[src/rtl/switch_debounce_if.sv]
// switch_debounce_if: raw switch input and conditioned level/edge outputs of the debouncer
interface switch_debounce_if;
    logic A;
    logic OUT;
    logic RISE;
    logic FALL;
    logic BUSY;

    modport master (output A, input OUT, input RISE, input FALL, input BUSY);
    modport slave  (input A, output OUT, output RISE, output FALL, output BUSY);
endinterface

[src/rtl/switch_debounce.sv]
// switch_debounce: two-flop synchroniser plus stability-counter FSM giving a clean level and edge pulses
module switch_debounce #(
    parameter int DEBOUNCE_CYCLES = 1000000,
    parameter int CNT_WIDTH       = 20
) (
    input  logic              CLK,
    input  logic              RST,
    switch_debounce_if.slave  bus
);
    typedef enum logic [1:0] {IDLE_LOW, WAIT_HIGH, IDLE_HIGH, WAIT_LOW} state_t;

    localparam logic [CNT_WIDTH-1:0] LAST = CNT_WIDTH'(DEBOUNCE_CYCLES - 1);

    state_t               r_state, w_next;
    logic                 r_s1, r_s2;
    logic [CNT_WIDTH-1:0] r_cnt, w_cnt;
    logic                 r_out, r_rise, r_fall, r_busy;
    logic                 w_done;

    assign w_done   = r_cnt == LAST;
    assign bus.OUT  = r_out;
    assign bus.RISE = r_rise;
    assign bus.FALL = r_fall;
    assign bus.BUSY = r_busy;

    // A mismatching sample in a WAIT state drops back to the IDLE state with the counter cleared
    always_comb begin
        w_next = r_state;
        w_cnt  = '0;
        case (r_state)
            IDLE_LOW:  if (r_s2) begin w_next = WAIT_HIGH; w_cnt = CNT_WIDTH'(1); end
            WAIT_HIGH: if (!r_s2) w_next = IDLE_LOW;
                       else if (w_done) w_next = IDLE_HIGH;
                       else w_cnt = r_cnt + CNT_WIDTH'(1);
            IDLE_HIGH: if (!r_s2) begin w_next = WAIT_LOW; w_cnt = CNT_WIDTH'(1); end
            WAIT_LOW:  if (r_s2) w_next = IDLE_HIGH;
                       else if (w_done) w_next = IDLE_LOW;
                       else w_cnt = r_cnt + CNT_WIDTH'(1);
            default:   w_next = IDLE_LOW;
        endcase
    end

    always_ff @(posedge CLK) begin
        if (RST) begin
            r_s1    <= 1'b0;
            r_s2    <= 1'b0;
            r_cnt   <= '0;
            r_state <= IDLE_LOW;
            r_out   <= 1'b0;
            r_rise  <= 1'b0;
            r_fall  <= 1'b0;
            r_busy  <= 1'b0;
        end else begin
            r_s1    <= bus.A;
            r_s2    <= r_s1;
            r_cnt   <= w_cnt;
            r_state <= w_next;
            r_out   <= (w_next == IDLE_HIGH) || (w_next == WAIT_LOW);
            r_busy  <= (w_next == WAIT_HIGH) || (w_next == WAIT_LOW);
            r_rise  <= (r_state == WAIT_HIGH) && (w_next == IDLE_HIGH);
            r_fall  <= (r_state == WAIT_LOW) && (w_next == IDLE_LOW);
        end
    end
endmodule

[src/flat_wrapper.sv]
// flat-port wrapper written by rule: the top's interface ports become plain ports
module switch_debounce_flat 
#(
    parameter int DEBOUNCE_CYCLES = 1000000,
    parameter int CNT_WIDTH       = 20
)
  (CLK, RST, bus_A, bus_OUT, bus_RISE, bus_FALL, bus_BUSY);
  switch_debounce_if bus_i ();
  input  logic CLK;
  input  logic RST;
  input wire logic [$bits(bus_i.A)-1:0] bus_A;
  output wire logic [$bits(bus_i.OUT)-1:0] bus_OUT;
  output wire logic [$bits(bus_i.RISE)-1:0] bus_RISE;
  output wire logic [$bits(bus_i.FALL)-1:0] bus_FALL;
  output wire logic [$bits(bus_i.BUSY)-1:0] bus_BUSY;
  assign bus_i.A = bus_A;
  assign bus_OUT = bus_i.OUT;
  assign bus_RISE = bus_i.RISE;
  assign bus_FALL = bus_i.FALL;
  assign bus_BUSY = bus_i.BUSY;
  switch_debounce #(.DEBOUNCE_CYCLES(DEBOUNCE_CYCLES), .CNT_WIDTH(CNT_WIDTH)) u_core (.CLK(CLK), .RST(RST), .bus(bus_i));
endmodule
[config.mk]
export PLATFORM = sky130hd
export DESIGN_NAME = switch_debounce_flat
export DESIGN_NICKNAME = d
export VERILOG_FILES = /design/src/rtl/switch_debounce_if.sv /design/src/rtl/switch_debounce.sv /design/src/flat_wrapper.sv
export SDC_FILE = /design/constraint.sdc
export NUM_CORES = 1
export LEC_CHECK = 0
export BUFFER_PORTS_ARGS = -buffer_cell sky130_fd_sc_hd__clkbuf_2
export CAP_MARGIN = 20
export CORE_MARGIN = 4
export CORE_UTILIZATION = 44
export CTS_BUF_LIST = sky130_fd_sc_hd__clkbuf_8
export CTS_CLUSTER_SIZE = 40
export DETAILED_ROUTE_END_ITERATION = 6
export PLACE_DENSITY = 0.72
export SLEW_MARGIN = 10
export SYNTH_ARGS = -nofsm -noshare
export SYNTH_HDL_FRONTEND = slang
export SYNTH_SLANG_ARGS = --single-unit
[constraint.sdc]
create_clock -name CLK -period 2.7 [get_ports CLK]
set_clock_uncertainty 0.1 [all_clocks]
set_input_delay 0.135 -clock CLK [delete_from_list [all_inputs] [get_ports CLK]]
set_output_delay 0.135 -clock CLK [all_outputs]
set_load 0.03 [all_outputs]
==> flow_metrics.env <==
export IMPL_grt_max_degree=20
export IMPL_postCtsSetupBuffers=0
export IMPL_hp_class="primary input to flop"
export IMPL_grt_pass1_vias=862
export IMPL_final_antenna_net_count=0
export IMPL_synth_top_cell_area_share_pct=47.4
export IMPL_cts_root_buf="clkbuf_8"
export IMPL_final_hold_violation_count=0
export IMPL_final_cell_mix="27 x dfxtp_1, 18 x nor2_1, 11 x xnor2_1"
export IMPL_path_clk_slew_ns=0.09
export IMPL_layout_commonest_cell="dfxtp_1"
export IMPL_fp_dieW_microns=58.9
export IMPL_rr_worst_depth=4
export IMPL_clock_latency_ns=0.27
export IMPL_first_iter_violations=19
export IMPL_die_y_microns=58.9
export IMPL_vias=911
export IMPL_viasPerCell=5.42
export IMPL_status="finished, final reports clean"
export IMPL_end_kind="flop"
export IMPL_clkSinkCount=27
export IMPL_p_leak_nw=0.373
export IMPL_required_ns=2.81
export IMPL_grt_overflow=0
export IMPL_syn_area_sq_um=1140
export IMPL_ios=7
export IMPL_seq_area_frac_synth_pct=47.4
export IMPL_dp_cells=163
export IMPL_crit_fanout=6
export IMPL_fin_area_sq_um=1260
export IMPL_setup_viol=0
export IMPL_syn_num_nets=132
export IMPL_critPathSlowestCell="or4b_1"
export IMPL_htree_num_levels=1
export IMPL_hpwl_mm=1.45
export IMPL_cts_made_buffers=3
export IMPL_ys_ff_latch=27
export IMPL_yosys_warnings=0
export IMPL_yosysTopAreaCell="dfxtp_1"
export IMPL_ys_types=30
export IMPL_finalSetupTns_ns=0
export IMPL_irDropWorstVdd_v=0.000448
export IMPL_finalPower_mw=0.632
export IMPL_post_route_min_period_ns=2.24
export IMPL_grt_usage_pct=13.2
export IMPL_final_cells=168
export IMPL_antenna_found_initial=0
export IMPL_relSlewSlack_pct=76.9
export IMPL_slew_viol_final=0
export IMPL_ctsLongestPathBuffers=2
export IMPL_rr_startpoint="u_core.r_cnt[7]"
export IMPL_avgSynthCellArea_sq_um=8.91
export IMPL_fillCellCount=251
export IMPL_core_area_sq_um=2480
export IMPL_crit_path_start="u_core.r_cnt[7]"
export IMPL_crit_path_start_kind="flop"
export IMPL_die_area_sq_um=3470
export IMPL_cap_violations=0
export IMPL_cp_arrival_ns=2.34
export IMPL_detailed_place_area_sq_um=1210
export IMPL_n_antenna_cell=0
export IMPL_drive_gt1_share_pct=10.9
export IMPL_crit_chain="or4b_1 > or4_1 > or4_4 > a21oi_1"
export IMPL_drcViolationCount=0
export IMPL_powerDensity_nw_per_um2=500
export IMPL_wl_per_cell_microns=12.1
export IMPL_io_buffers=6
export IMPL_worstMarginPinSlew_ns=0.344
export IMPL_endpoint="u_core.bus.OUT"
export IMPL_synthCells=128
export IMPL_synthTopCellsByArea="dfxtp_1 47%, xnor2_1 8.5%, nor2_1 5.9%, a21oi_1 3.1%, nand3_1 3.1%"
export IMPL_clock_fmax_ghz=0.447
export IMPL_fin_crit_sh_pct=82.9
export IMPL_drt_total_wl_mm=2.03
export IMPL_first_pass_iters=4
export IMPL_finalWeightedCongestion=0.807
export IMPL_cts_tree="yes"
export IMPL_grt_pass1_wl_mm=3.57
export IMPL_max_stage_delay_ns=0.52
export IMPL_utilization_pct=51.0
export IMPL_rsz0062_at_grt="false"
export IMPL_row_count=18
export IMPL_critPathKind="flop to flop"
export IMPL_r2r_end="u_core.bus.OUT"
export IMPL_r2r_slack_ns=0.46
export IMPL_initial_core_util_pct=46.0
export IMPL_area_growth_pct=10.8
export IMPL_layout_nets=143
through the flow:
step | setup WS [ns] | hold slack, ns
2_1_floorplan | 0.548 | 0.104
3_3_place_gp | 0.543 | 0.243
3_5_place_dp | 0.487 | 0.252
4_1_cts | 0.458 | 0.0218
5_1_grt | 0.381 | 0.0321
6_report | 0.461 | 0.0239
final cells by class:
| type | instances | area [sq um] | area share (%) |
|---|---|---|---|
| multi-input combinational | 91 | 557 | 44.1 |
| tap | 30 | 37.5 | 2.97 |
| sequential | 27 | 541 | 42.8 |
| clock inverter | 1 | 5.00 | 0.396 |
| timing repair buffer | 9 | 55.1 | 4.36 |
| inverter | 7 | 26.3 | 2.08 |
| clock buffer | 3 | 41.3 | 3.27 |
cells in the mapped netlist:
cell type,instances
a211oi_1,1
a21o_1,1
a21oi_1,7
and3_1,1
and4_1,1
buf_2,1
buf_4,1
clkbuf_1,1
dfxtp_1,27
ha_1,1
inv_1,7
nand2_1,5
nand2b_1,2
nand3_1,7
nand4_1,3
nor2_1,18
nor2b_1,3
nor3_1,6
nor4_1,4
nor4b_1,1
o211ai_2,1
o21ai_0,2
o31ai_1,3
or3_1,4
or3_2,1
or4_1,3
or4_4,1
or4b_1,1
xnor2_1,11
xor2_1,3
how the worst min path moves through the flow:
stage | start | to | cells past startpoint
6_report | RST | u_core.r_state[1] | 2
5_1_grt | RST | u_core.r_state[1] | 2
4_1_cts | RST | u_core.r_s1 | 2
3_5_place_dp | bus_A | u_core.r_s1 | 2
3_3_place_gp | bus_A | u_core.r_s1 | 2
2_1_floorplan | RST | u_core.bus.OUT | 1
registers in the layout, summed over array words and instances (netlist names):
register	flops
u_core.bus.BUSY	1
u_core.bus.FALL	1
u_core.bus.OUT	1
u_core.bus.RISE	1
u_core.r_cnt	20
u_core.r_s1	1
u_core.r_s2	1
u_core.r_state	1
where the power goes:
group / switching [mW] / leakage [nW] / internal (mW)
combinational: 0.00497 / 0.129 / 0.00427
sequential: 0.00162 / 0.218 / 0.400
clock: 0.117 / 0.0255 / 0.103
total: 0.124 / 0.373 / 0.507
metal layers:
layer,vias up,wire (microns),GRT usage (%)
met5,-,0,0
met4,0,23,3.88
met3,5,88,4.61
met2,11,989,22.6
met1,430,930,15.5
li1,465,-,-
cell families after synthesis:
family	count (synthesis)	synth area share [%]
AOI/OAI and AO/OA	15	8.34
xor gates and xnor gates	14	10.8
adders and majority gates	1	1.10
buffers and inverters	10	3.73
DFF	27	47.4
and+or+nand+nor	61	28.6
worst max-delay path, delay by kind of cell (launching register included):
kind / cells / cell delay [ns]
AO/OA/AOI/OAI: 1 / 0.16
flip-flops: 1 / 0.37
AND/OR/NAND/NOR: 3 / 1.55
what timing repair did:
action / 4_1_cts / 5_1_grt
gates resized for setup: 0 / 0
endpoints found under the hold margin: 1 / 0
hold buffers: 1 / 0
(Power assumes the default switching activity.)
